--- config.mk ---
export PLATFORM = sky130hd
export DESIGN_NAME = draw_rect_anim_flat
export DESIGN_NICKNAME = d
export VERILOG_FILES = /design/src/rtl/draw_rect_anim_pkg.sv /design/src/rtl/draw_rect_anim_if.sv /design/src/rtl/draw_rect_anim_axis.sv /design/src/rtl/draw_rect_anim.sv /design/src/flat_wrapper.sv
export SDC_FILE = /design/constraint.sdc
export NUM_CORES = 1
export LEC_CHECK = 0
export BUFFER_PORTS_ARGS = -buffer_cell sky130_fd_sc_hd__buf_2
export CAP_MARGIN = 20
export CORE_MARGIN = 2
export CORE_UTILIZATION = 55
export CTS_CLUSTER_DIAMETER = 60
export DETAILED_ROUTE_END_ITERATION = 10
export PLACE_DENSITY_LB_ADDON = 0.2
export SLEW_MARGIN = 25
export SYNTH_ARGS = -nofsm -noshare
export SYNTH_HDL_FRONTEND = slang
export SYNTH_SLANG_ARGS = --single-unit
export TNS_END_PERCENT = 5
--- constraint.sdc ---
create_clock -name clk65MHz -period 2.5 [get_ports clk65MHz]
set_input_delay 0.375 -clock clk65MHz [delete_from_list [all_inputs] [get_ports clk65MHz]]
set_output_delay 0.375 -clock clk65MHz [all_outputs]
set_load 0.02 [all_outputs]
--- src/rtl/draw_rect_anim_pkg.sv ---
// Shared types and screen geometry for the rectangle drawing stage.
// Pure definitions, no logic; imported by the interface, top and axis sub-module.
// The helper below does the 12-bit span test so x+size can never overflow.
package draw_rect_anim_pkg;

  localparam int HOR_PIXELS = 1024;
  localparam int VER_PIXELS = 768;

  typedef logic [11:0] rgb_t;

  typedef enum logic [1:0] {
    WAIT_VB = 2'd0,
    UPD_X   = 2'd1,
    UPD_Y   = 2'd2
  } state_t;

  // lo <= c < lo+size, evaluated at 12 bits (max 1023+1024 fits)
  function automatic logic in_span(logic [11:0] c, logic [11:0] lo, logic [11:0] size);
    return (c >= lo) && (c < (lo + size));
  endfunction

endpackage

--- src/rtl/draw_rect_anim_if.sv ---
// VGA timing bus (counters and strobes) passed between draw stages.
// No latency of its own; carries one pixel position per clock.
// No backpressure: the timing bus is free-running.
interface draw_rect_anim_if;
  import draw_rect_anim_pkg::*;

  logic [10:0] hcount;
  logic [10:0] vcount;
  logic        hsync;
  logic        vsync;
  logic        hblnk;
  logic        vblnk;

  modport master (output hcount, vcount, hsync, vsync, hblnk, vblnk);
  modport slave  (input  hcount, vcount, hsync, vsync, hblnk, vblnk);

endinterface

--- src/rtl/draw_rect_anim_axis.sv ---
// One axis of the bouncing rectangle: position plus direction, clamped to the screen.
// Position changes on the clock after upd is sampled high.
// No backpressure; upd is a single-cycle strobe.
module rect_bounce_axis #(
  parameter int LIMIT = 1024,
  parameter int SIZE  = 64,
  parameter int STEP  = 4,
  parameter int POS0  = 100
) (
  input  logic        clk65MHz,
  input  logic        rst,
  input  logic        upd,
  output logic [10:0] pos
);

  logic [10:0] pos_q, pos_d;
  logic        neg_q, neg_d;   // 1 = moving towards 0
  logic [11:0] far_edge;

  assign far_edge = {1'b0, pos_q} + 12'(STEP + SIZE);
  assign pos      = pos_q;

  // Bounce rule: clamp to the wall and reverse instead of overshooting
  always_comb begin
    pos_d = pos_q;
    neg_d = neg_q;
    if (upd) begin
      if (!neg_q) begin
        if (far_edge >= 12'(LIMIT)) begin
          pos_d = 11'(LIMIT - SIZE);
          neg_d = 1'b1;
        end else begin
          pos_d = pos_q + 11'(STEP);
        end
      end else begin
        if (pos_q <= 11'(STEP)) begin
          pos_d = '0;
          neg_d = 1'b0;
        end else begin
          pos_d = pos_q - 11'(STEP);
        end
      end
    end
  end

  // Position/direction register
  always_ff @(posedge clk65MHz) begin
    if (rst) begin
      pos_q <= 11'(POS0);
      neg_q <= 1'b0;
    end else begin
      pos_q <= pos_d;
      neg_q <= neg_d;
    end
  end

endmodule

--- src/rtl/draw_rect_anim.sv ---
// Paints background plus one bouncing rectangle; position moves once per frame in vblank.
// Latency 1 clk from timing inputs to timing/rgb outputs, all mutually aligned.
// No backpressure: free-running pixel stream.
module draw_rect_anim
  import draw_rect_anim_pkg::*;
#(
  parameter int   RECT_W   = 64,
  parameter int   RECT_H   = 48,
  parameter int   STEP     = 4,
  parameter int   X0       = 100,
  parameter int   Y0       = 100,
  parameter rgb_t RECT_RGB = 12'hF00,
  parameter rgb_t BG_RGB   = 12'h888
) (
  input  logic             clk65MHz,
  input  logic             rst,
  input  logic             enable,
  draw_rect_anim_if.slave  in_if,
  draw_rect_anim_if.master out_if,
  output rgb_t             rgb_out,
  output logic [15:0]      frame_cnt
);

  logic [10:0] hcount_q, vcount_q;
  logic        hsync_q, vsync_q, hblnk_q, vblnk_q;
  rgb_t        rgb_q, rgb_d;
  logic [15:0] frame_cnt_q, frame_cnt_d;
  logic        vblnk_dly_q;
  logic        vb_rise;
  state_t      state_q, state_d;
  logic        upd_x, upd_y;
  logic [10:0] x_pos, y_pos;

  rect_bounce_axis #(
    .LIMIT(HOR_PIXELS), .SIZE(RECT_W), .STEP(STEP), .POS0(X0)
  ) u_x (
    .clk65MHz(clk65MHz), .rst(rst), .upd(upd_x), .pos(x_pos)
  );

  rect_bounce_axis #(
    .LIMIT(VER_PIXELS), .SIZE(RECT_H), .STEP(STEP), .POS0(Y0)
  ) u_y (
    .clk65MHz(clk65MHz), .rst(rst), .upd(upd_y), .pos(y_pos)
  );

  assign vb_rise     = in_if.vblnk & ~vblnk_dly_q;
  assign frame_cnt_d = frame_cnt_q + 16'(vb_rise);

  // Colour select for the pixel currently on the input bus
  always_comb begin
    rgb_d = BG_RGB;
    if (in_if.hblnk || in_if.vblnk) begin
      rgb_d = 12'h000;
    end else if (in_span({1'b0, in_if.hcount}, {1'b0, x_pos}, 12'(RECT_W)) &&
                 in_span({1'b0, in_if.vcount}, {1'b0, y_pos}, 12'(RECT_H))) begin
      rgb_d = RECT_RGB;
    end
  end

  // Frame update sequencer; enable only matters at the vblank rising edge
  always_comb begin
    state_d = state_q;
    upd_x   = 1'b0;
    upd_y   = 1'b0;
    case (state_q)
      WAIT_VB: if (vb_rise && enable) state_d = UPD_X;
      UPD_X: begin
        upd_x   = 1'b1;
        state_d = UPD_Y;
      end
      UPD_Y: begin
        upd_y   = 1'b1;
        state_d = WAIT_VB;
      end
      default: state_d = WAIT_VB;
    endcase
  end

  // Output pipeline stage, edge detector, frame counter and FSM state
  always_ff @(posedge clk65MHz) begin
    if (rst) begin
      hcount_q    <= '0;
      vcount_q    <= '0;
      hsync_q     <= 1'b0;
      vsync_q     <= 1'b0;
      hblnk_q     <= 1'b0;
      vblnk_q     <= 1'b0;
      rgb_q       <= '0;
      frame_cnt_q <= '0;
      vblnk_dly_q <= 1'b0;
      state_q     <= WAIT_VB;
    end else begin
      hcount_q    <= in_if.hcount;
      vcount_q    <= in_if.vcount;
      hsync_q     <= in_if.hsync;
      vsync_q     <= in_if.vsync;
      hblnk_q     <= in_if.hblnk;
      vblnk_q     <= in_if.vblnk;
      rgb_q       <= rgb_d;
      frame_cnt_q <= frame_cnt_d;
      vblnk_dly_q <= in_if.vblnk;
      state_q     <= state_d;
    end
  end

  assign out_if.hcount = hcount_q;
  assign out_if.vcount = vcount_q;
  assign out_if.hsync  = hsync_q;
  assign out_if.vsync  = vsync_q;
  assign out_if.hblnk  = hblnk_q;
  assign out_if.vblnk  = vblnk_q;
  assign rgb_out       = rgb_q;
  assign frame_cnt     = frame_cnt_q;

endmodule

--- src/flat_wrapper.sv ---
// flat-port wrapper written by rule: the top's interface ports become plain ports
module draw_rect_anim_flat import draw_rect_anim_pkg::*;
#(
  parameter int   RECT_W   = 64,
  parameter int   RECT_H   = 48,
  parameter int   STEP     = 4,
  parameter int   X0       = 100,
  parameter int   Y0       = 100,
  parameter rgb_t RECT_RGB = 12'hF00,
  parameter rgb_t BG_RGB   = 12'h888
)
  (clk65MHz, rst, enable, rgb_out, frame_cnt, in_if_hcount, in_if_vcount, in_if_hsync, in_if_vsync, in_if_hblnk, in_if_vblnk, out_if_hcount, out_if_vcount, out_if_hsync, out_if_vsync, out_if_hblnk, out_if_vblnk);
  draw_rect_anim_if in_if_i ();
  draw_rect_anim_if out_if_i ();
  input  logic clk65MHz;
  input  logic rst;
  input  logic enable;
  output rgb_t rgb_out;
  output logic [15:0] frame_cnt;
  input wire logic [$bits(in_if_i.hcount)-1:0] in_if_hcount;
  input wire logic [$bits(in_if_i.vcount)-1:0] in_if_vcount;
  input wire logic [$bits(in_if_i.hsync)-1:0] in_if_hsync;
  input wire logic [$bits(in_if_i.vsync)-1:0] in_if_vsync;
  input wire logic [$bits(in_if_i.hblnk)-1:0] in_if_hblnk;
  input wire logic [$bits(in_if_i.vblnk)-1:0] in_if_vblnk;
  output wire logic [$bits(out_if_i.hcount)-1:0] out_if_hcount;
  output wire logic [$bits(out_if_i.vcount)-1:0] out_if_vcount;
  output wire logic [$bits(out_if_i.hsync)-1:0] out_if_hsync;
  output wire logic [$bits(out_if_i.vsync)-1:0] out_if_vsync;
  output wire logic [$bits(out_if_i.hblnk)-1:0] out_if_hblnk;
  output wire logic [$bits(out_if_i.vblnk)-1:0] out_if_vblnk;
  assign in_if_i.hcount = in_if_hcount;
  assign in_if_i.vcount = in_if_vcount;
  assign in_if_i.hsync = in_if_hsync;
  assign in_if_i.vsync = in_if_vsync;
  assign in_if_i.hblnk = in_if_hblnk;
  assign in_if_i.vblnk = in_if_vblnk;
  assign out_if_hcount = out_if_i.hcount;
  assign out_if_vcount = out_if_i.vcount;
  assign out_if_hsync = out_if_i.hsync;
  assign out_if_vsync = out_if_i.vsync;
  assign out_if_hblnk = out_if_i.hblnk;
  assign out_if_vblnk = out_if_i.vblnk;
  draw_rect_anim #(.RECT_W(RECT_W), .RECT_H(RECT_H), .STEP(STEP), .X0(X0), .Y0(Y0), .RECT_RGB(RECT_RGB), .BG_RGB(BG_RGB)) u_core (.clk65MHz(clk65MHz), .rst(rst), .enable(enable), .in_if(in_if_i), .out_if(out_if_i), .rgb_out(rgb_out), .frame_cnt(frame_cnt));
endmodule
# Word level (Yosys, flattened, before mapping)
# Cells that the tools add are included.
[totals] out_inout_bits=54 latch_bits=0 mem_bits_rw=0 rom_bits=0 n_memories=0 reg_bits=80
[classes] div=0 n_shift=0 reduce_logical=7 bitwise_logic=2 n_mul=0 mux=17 eq_ne=3 n_lt_le_gt_ge=8 add_sub_neg=9
[op_table] op="two-way mux 11 bit" count=7
[op_table] op="adder 11 x 6 -> 12 bit, second input constant" count=2
[op_table] op="adder 11 x 7 -> 12 bit, second input constant" count=2
[op_table] op="< comparator 11 x 12 -> 1 bit" count=2
[op_table] op="adder 11 x 3 -> 11 bit, second input constant" count=2
[op_table] op="greater-or-equal comparator 11 bit" count=2
[op_table] op="less-or-equal comparator 11 x 3 -> 1 bit, second input constant" count=2
[op_table] op="subtractor 11 x 3 -> 11 bit, second input constant" count=2
[op_table] op="adder 16 x 1 -> 16 bit" count=1
[op_table] op="greater-or-equal comparator 12 x 10 -> 1 bit, second input constant" count=1
[op_table] op="greater-or-equal comparator 12 x 11 -> 1 bit, second input constant" count=1
[op_table] op="two-way mux 1 bit" count=8
[op_table] op="logical AND 1 bit" count=4
[op_table] op="one-hot mux 2 bit (2 select lines)" count=1
[op_table] op="== test 2 x 1 -> 1 bit, second input constant" count=1
[op_table] op="== test 2 bit, second input constant" count=1
[op_table] op="logical NOT 2 bit" count=1
[op_table] op="two-way mux 2 bit" count=1
[op_table] op="inequality test 2 x 1 -> 1 bit, second input constant" count=1
[op_table] op="OR reduction 2 bit" count=1
[op_table] op="bitwise AND 1 bit" count=1
[op_table] op="logical OR 1 bit" count=1
[op_table] op="NOT 1 bit" count=1

# Logic depth before layout (Yosys ltp)
# Gate-level depths: netlist (run 1).
[depth] word_depth=5 ltp_mapped=11

# Modules after synthesis
# From an unflattened synthesis (run 1), not the netlist that was laid out.
[hier_totals] cells_unflattened=513 hier_area_um2=4476.8
[by_module_without_submodules] mod="draw_rect_anim" seq_area_each_um2=940.9 area_each_um2=2617.5 n_inst=1 cells_each=285
[by_module_without_submodules] mod="rect_bounce_axis at u_core.u_y" seq_area_each_um2=200.2 area_each_um2=957.2 n_inst=1 cells_each=122
[by_module_without_submodules] mod="rect_bounce_axis at u_core.u_x" seq_area_each_um2=200.2 area_each_um2=902.1 n_inst=1 cells_each=106

# Worst setup path after synthesis (run 1)
# No wires, ideal clock.
[synth_path] path_type="register to register" start="reg u_core.u_x.pos_q[6] (netlist: u_core.u_x.pos[6])" end="reg u_core.rgb_q[7] (netlist: u_core.rgb_out[7])" t_arrival_ps=2127 path_stages_with_launch=11 path_slack_ps=254 setup_time_ps=120 cell_sequence="dfxtp_1 > clkbuf_1 > inv_1 > ha_1 > inv_1 > ha_1 > a21oi_1 > o22ai_1 > a311oi_1 > nor2_1 > o31a_1"
[synth_between] elab_chain_cells=5 word_cells_on_any_way=6 classes_between="add/sub (1); order compare (2); mux (1); reduce/logical (2)"
[synth_lines] element="start, declared" line="draw_rect_anim_axis.sv:16" text="logic [10:0] pos_q, pos_d;"
[synth_lines] element="start signal, assigned" line="draw_rect_anim_axis.sv:49" text="pos_q <= 11'(POS0);"
[synth_lines] element="start signal, assigned" line="draw_rect_anim_axis.sv:52" text="pos_q <= pos_d;"
[synth_lines] element="adder 11 x 7 -> 12 bit" line="draw_rect_anim_pkg.sv:19" text="return (c >= lo) && (c < (lo + size));"
[synth_lines] element="< comparator 11 x 12 -> 1 bit" line="draw_rect_anim_pkg.sv:19"
[synth_lines] element="logical AND 1 bit (*)" line="draw_rect_anim_pkg.sv:19"
[synth_lines] element="logical AND 1 bit (*)" line="draw_rect_anim.sv:54" text="end else if (in_span({1'b0, in_if.hcount}, {1'b0, x_pos}, 12'(RECT_W)) &&"
[synth_lines] element="two-way mux 11 bit (*)" line="draw_rect_anim.sv:54"
[synth_lines] element="end signal, assigned" line="draw_rect_anim.sv:99" text="rgb_q <= rgb_d;"
[synth_lines] element="end, declared" line="draw_rect_anim.sv:26" text="rgb_t rgb_q, rgb_d;"
# Every way passes the cells marked *; elsewhere a longest branch is shown, timed or not.
# A chain may end at the register's enable or synchronous reset.

# Worst setup path in the final report (run 1)
[layout_path] start="reg u_core.u_y.pos_q[4] (netlist: u_core.u_y.pos[4])" end="reg u_core.rgb_q[7] (netlist: u_core.rgb_out[7])"
[layout_between] elab_chain_cells=5 word_cells_on_any_way=6 classes_between="add/sub (1); order compare (2); mux (1); reduce/logical (2)"
[layout_lines] element="start, declared" line="draw_rect_anim_axis.sv:16"
[layout_lines] element="start signal, assigned" line="draw_rect_anim_axis.sv:49"
[layout_lines] element="start signal, assigned" line="draw_rect_anim_axis.sv:52"
[layout_lines] element="adder 11 x 6 -> 12 bit" line="draw_rect_anim_pkg.sv:19"
[layout_lines] element="< comparator 11 x 12 -> 1 bit" line="draw_rect_anim_pkg.sv:19"
[layout_lines] element="logical AND 1 bit (*)" line="draw_rect_anim_pkg.sv:19"
[layout_lines] element="logical AND 1 bit (*)" line="draw_rect_anim.sv:54"
[layout_lines] element="two-way mux 11 bit (*)" line="draw_rect_anim.sv:54"
# Marks and branches as above.

==> results of run 1 <==
-- state kept, by name (all words and copies together), names as in the netlist --
name                  cells
u_core.state_q            2
u_core.out_if.vcount     11
u_core.u_y.neg_q          1
u_core.vblnk_dly_q        1
u_core.u_x.pos            9
u_core.u_x.neg_q          1
u_core.out_if.vsync       1
u_core.u_y.pos            9
u_core.out_if.hcount     11
u_core.out_if.hsync       1
u_core.frame_cnt         16
u_core.rgb_out            3
u_core.out_if.hblnk       1
-- worst reg2reg max path, stage by stage, from the launching register on --
cell and delay (ps):
dfxtp_1 390, inv_1 120, ha_1 290, nor3_1 290, xnor2_1 110, ha_1 220
nor3_2 180, o21ai_0 100, o311ai_0 150, nor2_1 80, o31a_1 240
-- repair_timing --
action                                  CTS  global route
endpoints found under the setup margin    0             2
endpoints found under the hold margin     0             0
resized for setup                         0             2
-- placed cells by master, fill, tap and decap left out, types with 16 or more instances in the layout --
cell,count
buf_2,76
dfxtp_1,66
ha_1,43
nor2b_1,33
nor2_1,27
inv_1,25
nand3_1,24
o21ai_0,24
a21oi_1,24
nor3_1,19
nand2_1,17
xnor2_1,16
-- stage by stage --
stage | cell area, µm² | worst slack [ps] | cells
detailed placement | 4520 | 178 | 634
global placement | 4520 | 288 | 634
CTS | 4750 | 154 | 650
finish | 4750 | 226 | 650
global route | 4750 | 27.5 | 650
floorplan | 4090 | 254 | 479
-- final timing paths --
| check | start | end | slack (ps) | cells after the start |
|---|---|---|---|---|
| setup / recovery | u_core.u_y.pos[4]$_SDFFE_PP0P_ | u_core.rgb_out[7]$_SDFF_PP0_ | 230 | 10 |
| hold / removal | in_if_hsync | u_core.out_if.hsync$_SDFF_PP0_ | 230 | 2 |
| setup reg to reg | u_core.u_y.pos[4]$_SDFFE_PP0P_ | u_core.rgb_out[7]$_SDFF_PP0_ | 230 | 10 |
| hold reg to reg | u_core.frame_cnt[15]$_SDFF_PP0_ | u_core.frame_cnt[15]$_SDFF_PP0_ | 500 | 2 |
-- area by class of cell --
class | count | share of cell area
inverters | 26 | 0.0205
clock buffers | 9 | 0.0261
flip-flops and latches | 67 | 0.282
multi-input cells | 355 | 0.527
repair buffers | 87 | 0.0974
clock inverters | 7 | 0.0211
well taps | 99 | 0.0261
-- report_power, final --
part	leakage (nW)	internal, mW	switching, mW	total (mW)
clock	0.114	0.568	0.456	1.02
combinational	1.39	0.121	0.179	0.300
sequential	0.548	1.10	0.0302	1.13
-- cells by family (layout without fill, tap and decap cells) --
kind of cell	Yosys count	after routing	share of synthesized area
AOI/OAI and AO/OA	108	108	0.181
xor gates and xnor gates	26	26	0.0559
other	1	6	0.000920
adders and majority gates	43	43	0.132
and+or+nand+nor	171	171	0.236
DFF	67	67	0.329
muxes	1	1	0.00276
buffers and inverters	57	129	0.0620
-- Yosys cell counts, types with 2 or more instances --
master	count
or4_4	2
a21o_1	4
inv_1	25
a31oi_1	8
nor3_1	20
a221oi_1	6
dfxtp_1	67
o211ai_1	2
a221o_1	3
a311oi_1	2
nand3_1	24
a21oi_1	24
a211oi_1	7
nand2_1	17
xor2_1	10
o22ai_1	4
or3_1	9
nand4_1	4
buf_2	4
nor4_1	2
ha_1	43
and4_1	5
xnor2_1	16
clkbuf_1	18
nand3b_1	2
nor2b_1	33
o31a_1	2
buf_4	9
o21ai_0	24
o21a_1	2
o311ai_0	2
nor2_1	27
or4_1	6
nand2b_1	6
and3_1	7
a211o_1	2
nor4bb_1	2
-- layer usage --
metal / global-route usage / routed length [µm] / up-vias
met4: 0.131 / 322 / 0
met3: 0.0352 / 459 / 28
met1: 0.297 / 4280 / 1760
met5: 0 / 0 / -
li1: - / - / 1854
met2: 0.408 / 4940 / 98
==> summary.txt, run 1 <==
STA
  • Worst-Margin Slew: 549 ps
  • Final setup viols: 0
  • Unrepaired setup endpoints after global routing: false
  • Max Clk Rate: 440 MHz
  • WHS: 231 ps
  • Endpoints failing hold: 0
  • Period minus WS final: 2270 ps
  • Fin crit share: 0.910
  • Setup TNS: 0 ps
  • Slew HR: 0.632
  • Slew Viols, Final: 0
  • Worst Skew: 8.21 ps

Die
  • Initial Utilization: 0.565
  • Die Area: 8110 µm²
  • CORE AREA: 7210 µm²
  • Site Rows: 31
  • Die H: 90.1 µm
  • Io pins: 83
  • Width of the die: 90.1 µm

Setup path
  • Crit path launch type: flip-flop
  • CP Capture Type: flip-flop
  • Buf+Inv Stages, Crit Path: 1
  • Crit path max-delay cell type: dfxtp_1
  • Arr. time, crit path: 2520 ps
  • Cell breakdown of the critical path: inv_1, ha_1, nor3_1, xnor2_1, ha_1, nor3_2, o21ai_0, o311ai_0, nor2_1, o31a_1
  • Worst endpoint required time: 2750 ps
  • CP peak stage delay: 390 ps
  • CP most frequent cell: ha_1
  • CP top delay family: simple AND/OR/NAND/NOR gates
  • Critical-path maximum fanout: 7
  • Critical path class: reg2reg

Detailed routing
  • DR WL/cell: 15.4 µm
  • Vias: 3740
  • DR DRC count: 0
  • Vias/cell: 5.75
  • Routed WL: 10000 µm
  • Routed Antenna Nets: 0
  • Drt pass-1 iters: 4
  • Initial drt markers: 184

Synth
  • Ys Warns: 0
  • Number of flops mapped to enable cells by yosys: 0
  • Ranking of synthesized cells by area: dfxtp_1, ha_1, nor2b_1, xnor2_1, a21oi_1
  • Main synth FF type: dfxtp_1
  • Mapped Cells: 474
  • Yosys cell types: 61
  • Yosys top cell area share: 0.329
  • Seq/Total Area, Yosys: 0.329
  • Async SR Flop Fraction: 0
  • FF+latch count, synth: 67
  • Cell taking the most area after synthesis: dfxtp_1
  • Post-Syn Area: 4070 µm²
  • Mapped Avg Cell Area: 8.59 µm²

Finish
  • Area growth syn-to-layout: 16.7%
  • Layout cells sized above 1: 0.205
  • Nets: 618
  • Area of the multi-input gates: 2500 µm²
  • Register area: 1340 µm²
  • Core Util, Final: 0.659
  • Inserted Diodes: 0
  • Fill cell count: 631

Place
  • Dpl hpwl: 7370 µm
  • Number of buffers added on ports: 76
  • Placer Congestion: 0.916

Global route
  • First-pass GRT wire length: 16100 µm
  • Largest net degree at the start of global routing: 40
  • Vias in the first global route: 3513
  • Overflow after GRT: 0
  • GRT Util Overall: 0.242
  • Initial antenna violation count: 0

Clock tree
  • Cts hold-fix bufs: 0
  • H-tree levels: 3
  • CTS Root Cell: clkbuf_8
  • CTS Buffer Depth: 2
  • CTS tree: built
  • CTS Buf Count: 9
  • Postcts setup bufs: 0
  • CTS clk-pin slew, worst paths: 80 ps
  • CTS Sinks: 67
  • Worst-Skew Late Latency: 350 ps

Run
  • Number of max-cap violations: 0

Outcome
  • Status: finished, final reports clean

Worst hold path
  • Hold Crit Class: in2reg

Power and ir drop
  • Worst vdd ir: 0.000280 V
  • Power Total: 2.46 mW
  • Pwr Density: 517 nW/µm²
  • P_leak: 2.05 nW
Note: power is estimated with default switching activity, not from simulation.
==> run 2, diff against run 1 <==
CELL_PAD_IN_SITES_DETAIL_PLACEMENT = 1   (was not set)
CELL_PAD_IN_SITES_GLOBAL_PLACEMENT = 2   (was not set)
CORE_UTILIZATION = 33   (was 55)
GPL_TIMING_DRIVEN = 0   (was not set)
==> run 2 against run 1 <==
Clock-buffer cell count rose by 1; wire length is 20% higher; worst setup slack got worse by 88 ps; non-clock buffer count is 17 higher; clock skew is 1.2 ps lower; first-iteration DRC count is 41% lower; sequential share of layout area decreased by 1.5 points; global-route usage decreased by 5.4 points; combinational power rose by 7.3%; cell count up 10%; utilization is 24 points lower; sequential power hardly changed; critical endpoint is now u_core.u_y.pos[4]$_SDFFE_PP0P_; highest routed layer unchanged.
==> summary.txt, run 2 (same netlist as run 1, synthesis figures left out) <==
Detailed routing
  • Initial drt markers: 108 (-41%)
  • Vias: 3754 (+0.37%)
  • Routed WL: 12000 µm (+20%)
  • Drt pass-1 iters: 4 (unchanged)
  • DR WL/cell: 16.8 µm (+9.4%)
  • DR DRC count: 0 (unchanged)
  • Routed Antenna Nets: 0 (unchanged)
  • Vias/cell: 5.25 (-8.8%)

STA
  • Fin crit share: 0.945 (+0.0351)
  • Final setup viols: 0 (unchanged)
  • Post-route setup slack: 138 ps (-87.7 ps)
  • Period minus WS final: 2360 ps (+87.7 ps)
  • Worst-Margin Slew: 718 ps (+169 ps)
  • Slew HR: 0.522 (-0.110)
  • Endpoints failing hold: 0 (unchanged)
  • Slew Viols, Final: 0 (unchanged)
  • Max Clk Rate: 423 MHz (-3.7%)
  • Setup TNS: 0 ps (unchanged)
  • Worst Skew: 7.01 ps (-1.20 ps)
  • Unrepaired setup endpoints after global routing: false
  • WHS: 245 ps (+14.2 ps)

Place
  • Placed inst area: 4650 µm² (+2.8%)
  • Placer Congestion: 0.847 (-7.6%)
  • Placement Setup Slack: -180 ps (-358 ps)
  • Number of buffers added on ports: 75 (-1.3%)
  • Dpl cells: 701 (+11%)
  • Dpl hpwl: 9220 µm (+25%)

Setup path
  • CP top delay family: simple AND/OR/NAND/NOR gates
  • CP peak stage delay: 510 ps (+120 ps)
  • Critical path class: reg2reg
  • Crit path max-delay cell type: or4_4
  • CP Capture Type: flip-flop
  • Cell breakdown of the critical path: buf_4, inv_1, ha_2, nor2b_1, or4_4, o211ai_1, o311a_1, a221oi_1
  • Worst endpoint required time: 2690 ps (-60 ps)
  • Critical-path maximum fanout: 10 (+3)
  • Buf+Inv Stages, Crit Path: 2 (+1)
  • Arr. time, crit path: 2550 ps (+30 ps)
  • Crit path launch type: flip-flop

Clock tree
  • Worst-Skew Late Latency: 340 ps (about the same)
  • Cts hold-fix bufs: 0 (unchanged)
  • CTS Sinks: 67 (unchanged)
  • CTS tree: built
  • CTS Buffer Depth: 2 (unchanged)
  • Postcts setup bufs: 0 (unchanged)
  • H-tree levels: 3 (unchanged)
  • CTS Buf Count: 9 (unchanged)
  • CTS clk-pin slew, worst paths: 60 ps (-20 ps)
  • CTS Root Cell: clkbuf_16

Outcome
  • Status: finished, final reports clean

Finish
  • Nets: 635 (+2.8%)
  • Post-route design area: 5040 µm² (+6.0%)
  • Core Util, Final: 0.419 (-0.240)
  • Non-filler instance count after layout: 715 (+10%)
  • Commonest non-fill, non-tap cell in the layout: buf_2
  • Area growth syn-to-layout: 23.7%
  • Most frequent cells in the layout: buf_2, dfxtp_1, ha_1
  • Layout cells sized above 1: 0.220 (+0.0150)
  • Inserted Diodes: 0 (unchanged)
  • Fill cell count: 1445 (+130%)
  • Max reg flops: 16 (unchanged)

Die
  • Die H: 115 µm (+28%)
  • Die Area: 13300 µm² (+63%)
  • Site Rows: 40 (+29%)
  • CORE AREA: 12000 µm² (+66%)
  • Width of the die: 115 µm (+28%)
  • Io pins: 83 (unchanged)
  • Initial Utilization: 0.339 (-0.226)

Global route
  • Initial antenna violation count: 0 (unchanged)
  • GRT Util Overall: 0.188 (-0.0537)
  • First-pass GRT wire length: 19400 µm (+20%)
  • Largest net degree at the start of global routing: 13 (-68%)
  • Overflow after GRT: 0 (unchanged)
  • Vias in the first global route: 3728 (+6.1%)

Power and ir drop
  • Worst vdd ir: 0.000219 V (-22%)
  • P_leak: 2.15 nW (+4.5%)
  • Pwr Density: 589 nW/µm² (+14%)
  • Power Total: 2.97 mW (+21%)

Run
  • Number of max-cap violations: 0 (unchanged)

Worst hold path
  • Hold Crit Class: in2reg
-- run 2: layout make-up --
| class | instances | area [µm²] | share of cell area |
|---|---|---|---|
| multi-input cells | 355 | 2530 | 0.501 |
| flip-flops and latches | 67 | 1350 | 0.267 |
| repair buffers | 75 | 375 | 0.0745 |
| clock buffers | 10 | 239 | 0.0474 |
| well taps | 147 | 184 | 0.0365 |
| plain buffers | 29 | 160 | 0.0318 |
| clock inverters | 6 | 111 | 0.0221 |
| inverters | 26 | 97.6 | 0.0194 |
-- run 2: path summary, 6_finish.rpt --
check,start,endpoint,slack [ps],cells after the start
min reg2reg,u_core.frame_cnt[15]$_SDFF_PP0_,u_core.frame_cnt[15]$_SDFF_PP0_,500,2
min,in_if_vcount[0],u_core.out_if.vcount[0]$_SDFF_PP0_,250,2
max reg2reg,u_core.u_y.pos[4]$_SDFFE_PP0P_,u_core.u_y.pos[4]$_SDFFE_PP0P_,140,8
max,u_core.u_y.pos[4]$_SDFFE_PP0P_,u_core.u_y.pos[4]$_SDFFE_PP0P_,140,8
-- run 2: metal layers --
metal / wire, µm / share of wire / vias up / global-route usage
met5: 0 / 0 / - / 0
met4: 265 / 0.022 / 0 / 0.0835
met3: 277 / 0.023 / 18 / 0.0258
met2: 6020 / 0.50 / 37 / 0.323
met1: 5470 / 0.45 / 1818 / 0.235
li1: - / - / 1881 / -
-- run 2: worst reg2reg max path, delay by kind of cell (launching register included) --
kind	cells	cell delay (ps)
fa+ha+maj	1	250
simple gates	2	680
buf+inv	2	300
flops	1	360
compound gates	3	610
-- run 2: repair_timing --
| action | CTS | global route |
|---|---|---|
| endpoints found under the hold margin | 0 | 0 |
| gates resized for setup | 4 | 18 |
| setup endpoints to repair | 7 | 10 |
| pin swaps | 0 | 3 |
-- run 2: power by group --
part | internal [mW] | switching (mW)
clock | 1.00 | 0.509
sequential | 1.10 | 0.0275
combinational | 0.129 | 0.194
total | 2.24 | 0.730
